[src/rtl/timer_core.sv]
`default_nettype none
// ============================================================================
// Module   : timer_core
// Brief    : Prescaled 32-bit down-counter with start/stop, sticky and pulsed
//            expiry flags and optional auto-reload.
// Revision : 1.0  initial release
// ============================================================================
module timer_core #(
  parameter int unsigned PRESCALE    = 0,
  parameter bit          AUTO_RELOAD = 1'b0
) (
  input  logic        clk,
  input  logic        reset,
  input  logic [31:0] load_value,
  input  logic        start,
  input  logic        stop,
  output logic        expired,
  output logic        expired_pulse,
  output logic        running,
  output logic [31:0] count_value
);

  localparam logic [15:0] C_PRESCALE = 16'(PRESCALE);

  typedef enum logic [1:0] {
    IDLE    = 2'd0,
    RUN     = 2'd1,
    EXPIRED = 2'd2
  } state_t;

  state_t      r_state;
  state_t      w_state_nxt;
  logic [15:0] r_presc;
  logic [15:0] w_presc_nxt;
  logic [31:0] r_count;
  logic [31:0] w_count_nxt;
  logic        r_expired;
  logic        w_expired_nxt;
  logic        r_pulse;
  logic        w_pulse_nxt;
  logic        w_tick;

  assign w_tick = (r_state == RUN) && (r_presc == C_PRESCALE);

  always_ff @(posedge clk or posedge reset) begin
    if (reset) begin
      r_state   <= IDLE;
      r_presc   <= '0;
      r_count   <= '0;
      r_expired <= 1'b0;
      r_pulse   <= 1'b0;
    end else begin
      r_state   <= w_state_nxt;
      r_presc   <= w_presc_nxt;
      r_count   <= w_count_nxt;
      r_expired <= w_expired_nxt;
      r_pulse   <= w_pulse_nxt;
    end
  end

  // Priority: stop, then start, then the running countdown.
  always_comb begin
    w_state_nxt   = r_state;
    w_presc_nxt   = r_presc;
    w_count_nxt   = r_count;
    w_expired_nxt = r_expired;
    w_pulse_nxt   = 1'b0;
    if (stop) begin
      w_state_nxt   = IDLE;
      w_expired_nxt = 1'b0;
      w_presc_nxt   = '0;
    end else if (start) begin
      w_presc_nxt = '0;
      if (load_value == 32'd0) begin
        w_state_nxt   = EXPIRED;
        w_count_nxt   = '0;
        w_expired_nxt = 1'b1;
        w_pulse_nxt   = 1'b1;
      end else begin
        w_state_nxt   = RUN;
        w_count_nxt   = load_value;
        w_expired_nxt = 1'b0;
      end
    end else if (r_state == RUN) begin
      w_presc_nxt = w_tick ? 16'd0 : r_presc + 16'd1;
      if (w_tick) begin
        if (r_count > 32'd1) begin
          w_count_nxt = r_count - 32'd1;
        end else begin
          // Count of 1 on a tick is the expiry event.
          w_expired_nxt = 1'b1;
          w_pulse_nxt   = 1'b1;
          if (AUTO_RELOAD && (load_value != 32'd0)) begin
            w_count_nxt = load_value;
          end else begin
            w_count_nxt = '0;
            w_state_nxt = EXPIRED;
          end
        end
      end
    end
  end

  assign expired       = r_expired;
  assign expired_pulse = r_pulse;
  assign running       = (r_state == RUN);
  assign count_value   = r_count;

endmodule
`default_nettype wire

[config.mk]
export PLATFORM = sky130hd
export DESIGN_NAME = timer_core
export DESIGN_NICKNAME = d
export VERILOG_FILES = /design/src/rtl/timer_core.sv
export SDC_FILE = /design/constraint.sdc
export NUM_CORES = 1
export LEC_CHECK = 0
export CORE_MARGIN = 2
export CORE_UTILIZATION = 48
export DETAILED_ROUTE_END_ITERATION = 6
export PLACE_DENSITY_LB_ADDON = 0.3
export SLEW_MARGIN = 10
export SYNTH_ARGS = -nofsm -noshare
export SYNTH_HDL_FRONTEND = slang
export SYNTH_SLANG_ARGS = --single-unit
[constraint.sdc]
create_clock -name clk -period 3.18 [get_ports clk]
set_input_delay 0.636 -clock clk [delete_from_list [all_inputs] [get_ports clk]]
set_output_delay 0.636 -clock clk [all_outputs]
set_load 0.03 [all_outputs]
==> summary by stage <==
Outcome
The flow ran to the end, and the final reports show no timing, DRC or antenna violations.

Synthesis
Counting distinct cell types in the post-synthesis netlist gives 58. Synthesis produced a netlist whose cell count is 390. After synthesis the netlist holds a flip-flop and latch count of 51.

Sequential cells were found to cover 38.2% of the synthesized design area. The count of flip-flops with a built-in enable after synthesis is 0. Counting flops with an async set or reset pin after synthesis yields a share of 100%. The number of nets in the synthesized netlist is 430. The average instance in the mapped netlist occupies 8.57 sq um. The most used flip-flop cell after synthesis is dfrtp_1. In this run the cell area of the synthesized design comes to 0.00334 sq mm. The number of warnings printed during yosys synthesis is 0.

Worst setup path
The worst setup path is launched from a flip-flop. The data arrival time of the worst path is 3.07 ns. Of all nets on the critical path, the largest fanout is 11. The signal on the critical path passes through or4_1 -> nor4_4 -> nand3_1 -> nand2_1 -> o211ai_1.

The worst setup path is of the reg -> reg kind. The critical path data required time is 3.36 ns. STA classifies the critical path endpoint as a flip-flop. The cell with the largest stage delay on the worst path is or4_1. The largest single stage delay on the critical path is 0.68 ns.

Final layout
The fraction of layout cells with a size suffix above 1 is 9.54%. Summing all multi-input logic gate instances after layout gives 0.00193 sq mm. The repair_antennas step left the layout with diodes totalling 0. The net count of the finished layout is 500. Compared with the post-synthesis result, the final layout area differs by 27.2%. The library cells used most frequently in the layout, excluding fill and tap cells, are clkdlybuf4s50_1 (70), dfrtp_1 (51), nor2_1 (41), nand2_1 (36), nand3_1 (21). Leaving out fill and tap cells, the most frequent cell in the layout is clkdlybuf4s50_1.

After filler insertion, the fill cell instance count of the layout stands at 565. The flip-flop and latch area is 0.00128 sq mm.

Clock network
The post-cts gate resize count is 0. In this run, post-CTS hold repair placed 0 buffers. The deepest clock path buffer count is 2. TritonCTS built the clock tree. The TritonCTS buffer count is 5. Buffers added to address setup during post-CTS repair amount to 0.

The later pin in the worst-skew pair is clocked with a latency of 0.31 ns. In this run the clock root is driven by a clkbuf_8. CTS saw 51 sinks. The H-tree depth is 2.

The clock slew at the register clock pins of the worst setup and hold paths is 0.10 ns.

Run
Across the run, the number of max-cap violations was 0.

GRT
For this run the aggregate overflow at the end of global routing stands at 0. The via count of the first global-routing pass is 3282. The initial antenna violation count is 0. Across every metal layer, demand over resource in global routing totals 28.3%. The largest net degree at the start of global routing is 33. The first-pass GRT wire length is 17100 microns.

Min path
The type of the tightest min-delay check is reg -> reg.

Routing
For this block, the initial DRC count from the detailed router was 442. The detailed-route wire length is 10500 microns. The number of DRC violations after detailed routing is 0. The routed length per placed instance is 19.5 microns. In this run the remaining antenna-violating nets after routing total 0. The first detailed-routing pass took 5 iterations.

The count of vias placed by the detailed router is 3617. Using the TritonRoute via totals, the vias-per-cell ratio works out to 6.69.

Die
The number of top-level pins is 71. The floorplan die area is 0.00765 sq mm. The x dimension of the die is 87.5 microns. The starting utilization of the core area is 49.5%.

The core area is 0.00676 sq mm. The site row count is 30. The floorplan step set the die height to 87.5 microns.

STA
The count of endpoints failing setup in the final report is 0. The post-route worst setup slack is 0.288 ns. The transition time at the pin with the least slew margin is 1.14 ns. The portion of the clock cycle consumed by the worst path in the final layout is 90.9%. Setup repair after global routing left no endpoint under its margin.

The number of hold violations in the final report was 0. The count of final max-slew check failures was 0. Subtracting the final worst setup slack from the clock period gives 2.89 ns. The timing-limited maximum frequency is 0.346 GHz.

Headroom to the max-slew limit came out at 24.0%. The accumulated negative setup slack is 0 ns. The final clock skew is 0.00640 ns.

Pwr
The power after layout is 0.00194 W. Across the VDD grid, the largest voltage drop is 265 uV. In this run the static leakage power is 1.55 nW. Dividing total power by cell area gives a power density of 456 mW/mm^2.

Place
The placer's final routability congestion estimate is 0.921. Detailed placement ended at an HPWL of 7560 microns. Buffers placed on the I/O ports in this run total 70.

The post-placement setup slack is 0.218 ns.
[synth_stat cells (4+ instances only)]
| cell type | instances | area (sq um) |
|---|---|---|
| o311ai_0 | 4 | 35.0 |
| clkbuf_1 | 17 | 63.8 |
| inv_1 | 16 | 60.1 |
| a32oi_1 | 4 | 35.0 |
| nand3_1 | 21 | 105 |
| a22oi_1 | 13 | 97.6 |
| or4_1 | 8 | 60.1 |
| o2bb2ai_1 | 4 | 35.0 |
| o211ai_1 | 17 | 128 |
| nand2_1 | 36 | 135 |
| nor2_1 | 41 | 154 |
| dfrtp_1 | 51 | 1280 |
| or3_1 | 11 | 68.8 |
| ha_1 | 4 | 50.1 |
| xor2_1 | 9 | 78.8 |
| or2_2 | 7 | 43.8 |
| nor4_1 | 15 | 93.8 |
| o21ai_0 | 12 | 60.1 |
| nand4_1 | 15 | 93.8 |
| a21oi_1 | 13 | 65.1 |
| nor3_1 | 13 | 65.1 |
[kinds of logic after synthesis]
family,synth area share [%]
xor+xnor,3.14
compound gates,21.8
buf+inv,4.53
flops,38.2
simple gates,30.9
fa+ha+maj,1.50
[critical path: cells and delay by family (launching register included)]
| family | cells | cell delay (ns) |
|---|---|---|
| and+or+nand+nor | 4 | 2.16 |
| DFF | 1 | 0.47 |
| AOI/OAI and AO/OA | 1 | 0.12 |
[path summary, 6_finish.rpt]
path | startpoint | endpoint | slack [ns] | depth (start not counted)
setup / recovery | count_value[16] | count_value[10] | 0.29 | 5
hold / removal | r_state[0] | r_state[0] | 0.55 | 1
setup reg to reg | count_value[16] | count_value[10] | 0.29 | 5
hold reg to reg | r_state[0] | r_state[0] | 0.55 | 1
max in group asynchronous | reset | r_presc[12] | 2.14 | 3
min in group asynchronous | reset | count_value[23] | 0.67 | 3
[state kept, by name, indices dropped and copies added, names as in the netlist]
name	cells
count_value	32
expired_pulse	1
r_presc	16
r_state	2
[where the power goes]
group	switching, W	internal (W)	leakage (nW)
sequential	0.000133	0.000727	0.624
combinational	0.000401	0.000298	0.878
clock	0.000227	0.000151	0.0477
total	0.000761	0.00118	1.55
[cell type report]
cell class                      count  area share, %
Clock buffer                        5           1.62
Clock inverter                      3          0.353
Inverter                           16           1.41
Multi-Input combinational cell    302           45.3
Sequential cell                    51           30.0
Tap cell                           80           2.35
Timing Repair Buffer               84           18.9
[stage by stage]
stage | cell area (sq um) | hold WS, ns | utilization [%] | cells
4_1_cts | 4250 | 0.541 | 62.9 | 541
6_report | 4250 | 0.549 | 62.9 | 541
5_1_grt | 4250 | 0.574 | 62.9 | 541
2_1_floorplan | 3340 | 0.485 | - | 390
3_5_place_dp | 4170 | 0.519 | 61.7 | 533
3_3_place_gp | 4170 | 0.516 | 61.7 | 533
[per-layer routing]
layer / global-route usage (%) / share of wire [%] / wire (microns) / vias to the layer above
li1: - / - / - / 1628
met1: 42.0 / 43 / 4480 / 1740
met2: 42.4 / 45 / 4780 / 226
met3: 5.21 / 10 / 1060 / 23
met4: 7.55 / 2.0 / 214 / 0
met5: 0 / 0 / 0 / -
No activity file was read; power rests on OpenSTA's default activity.
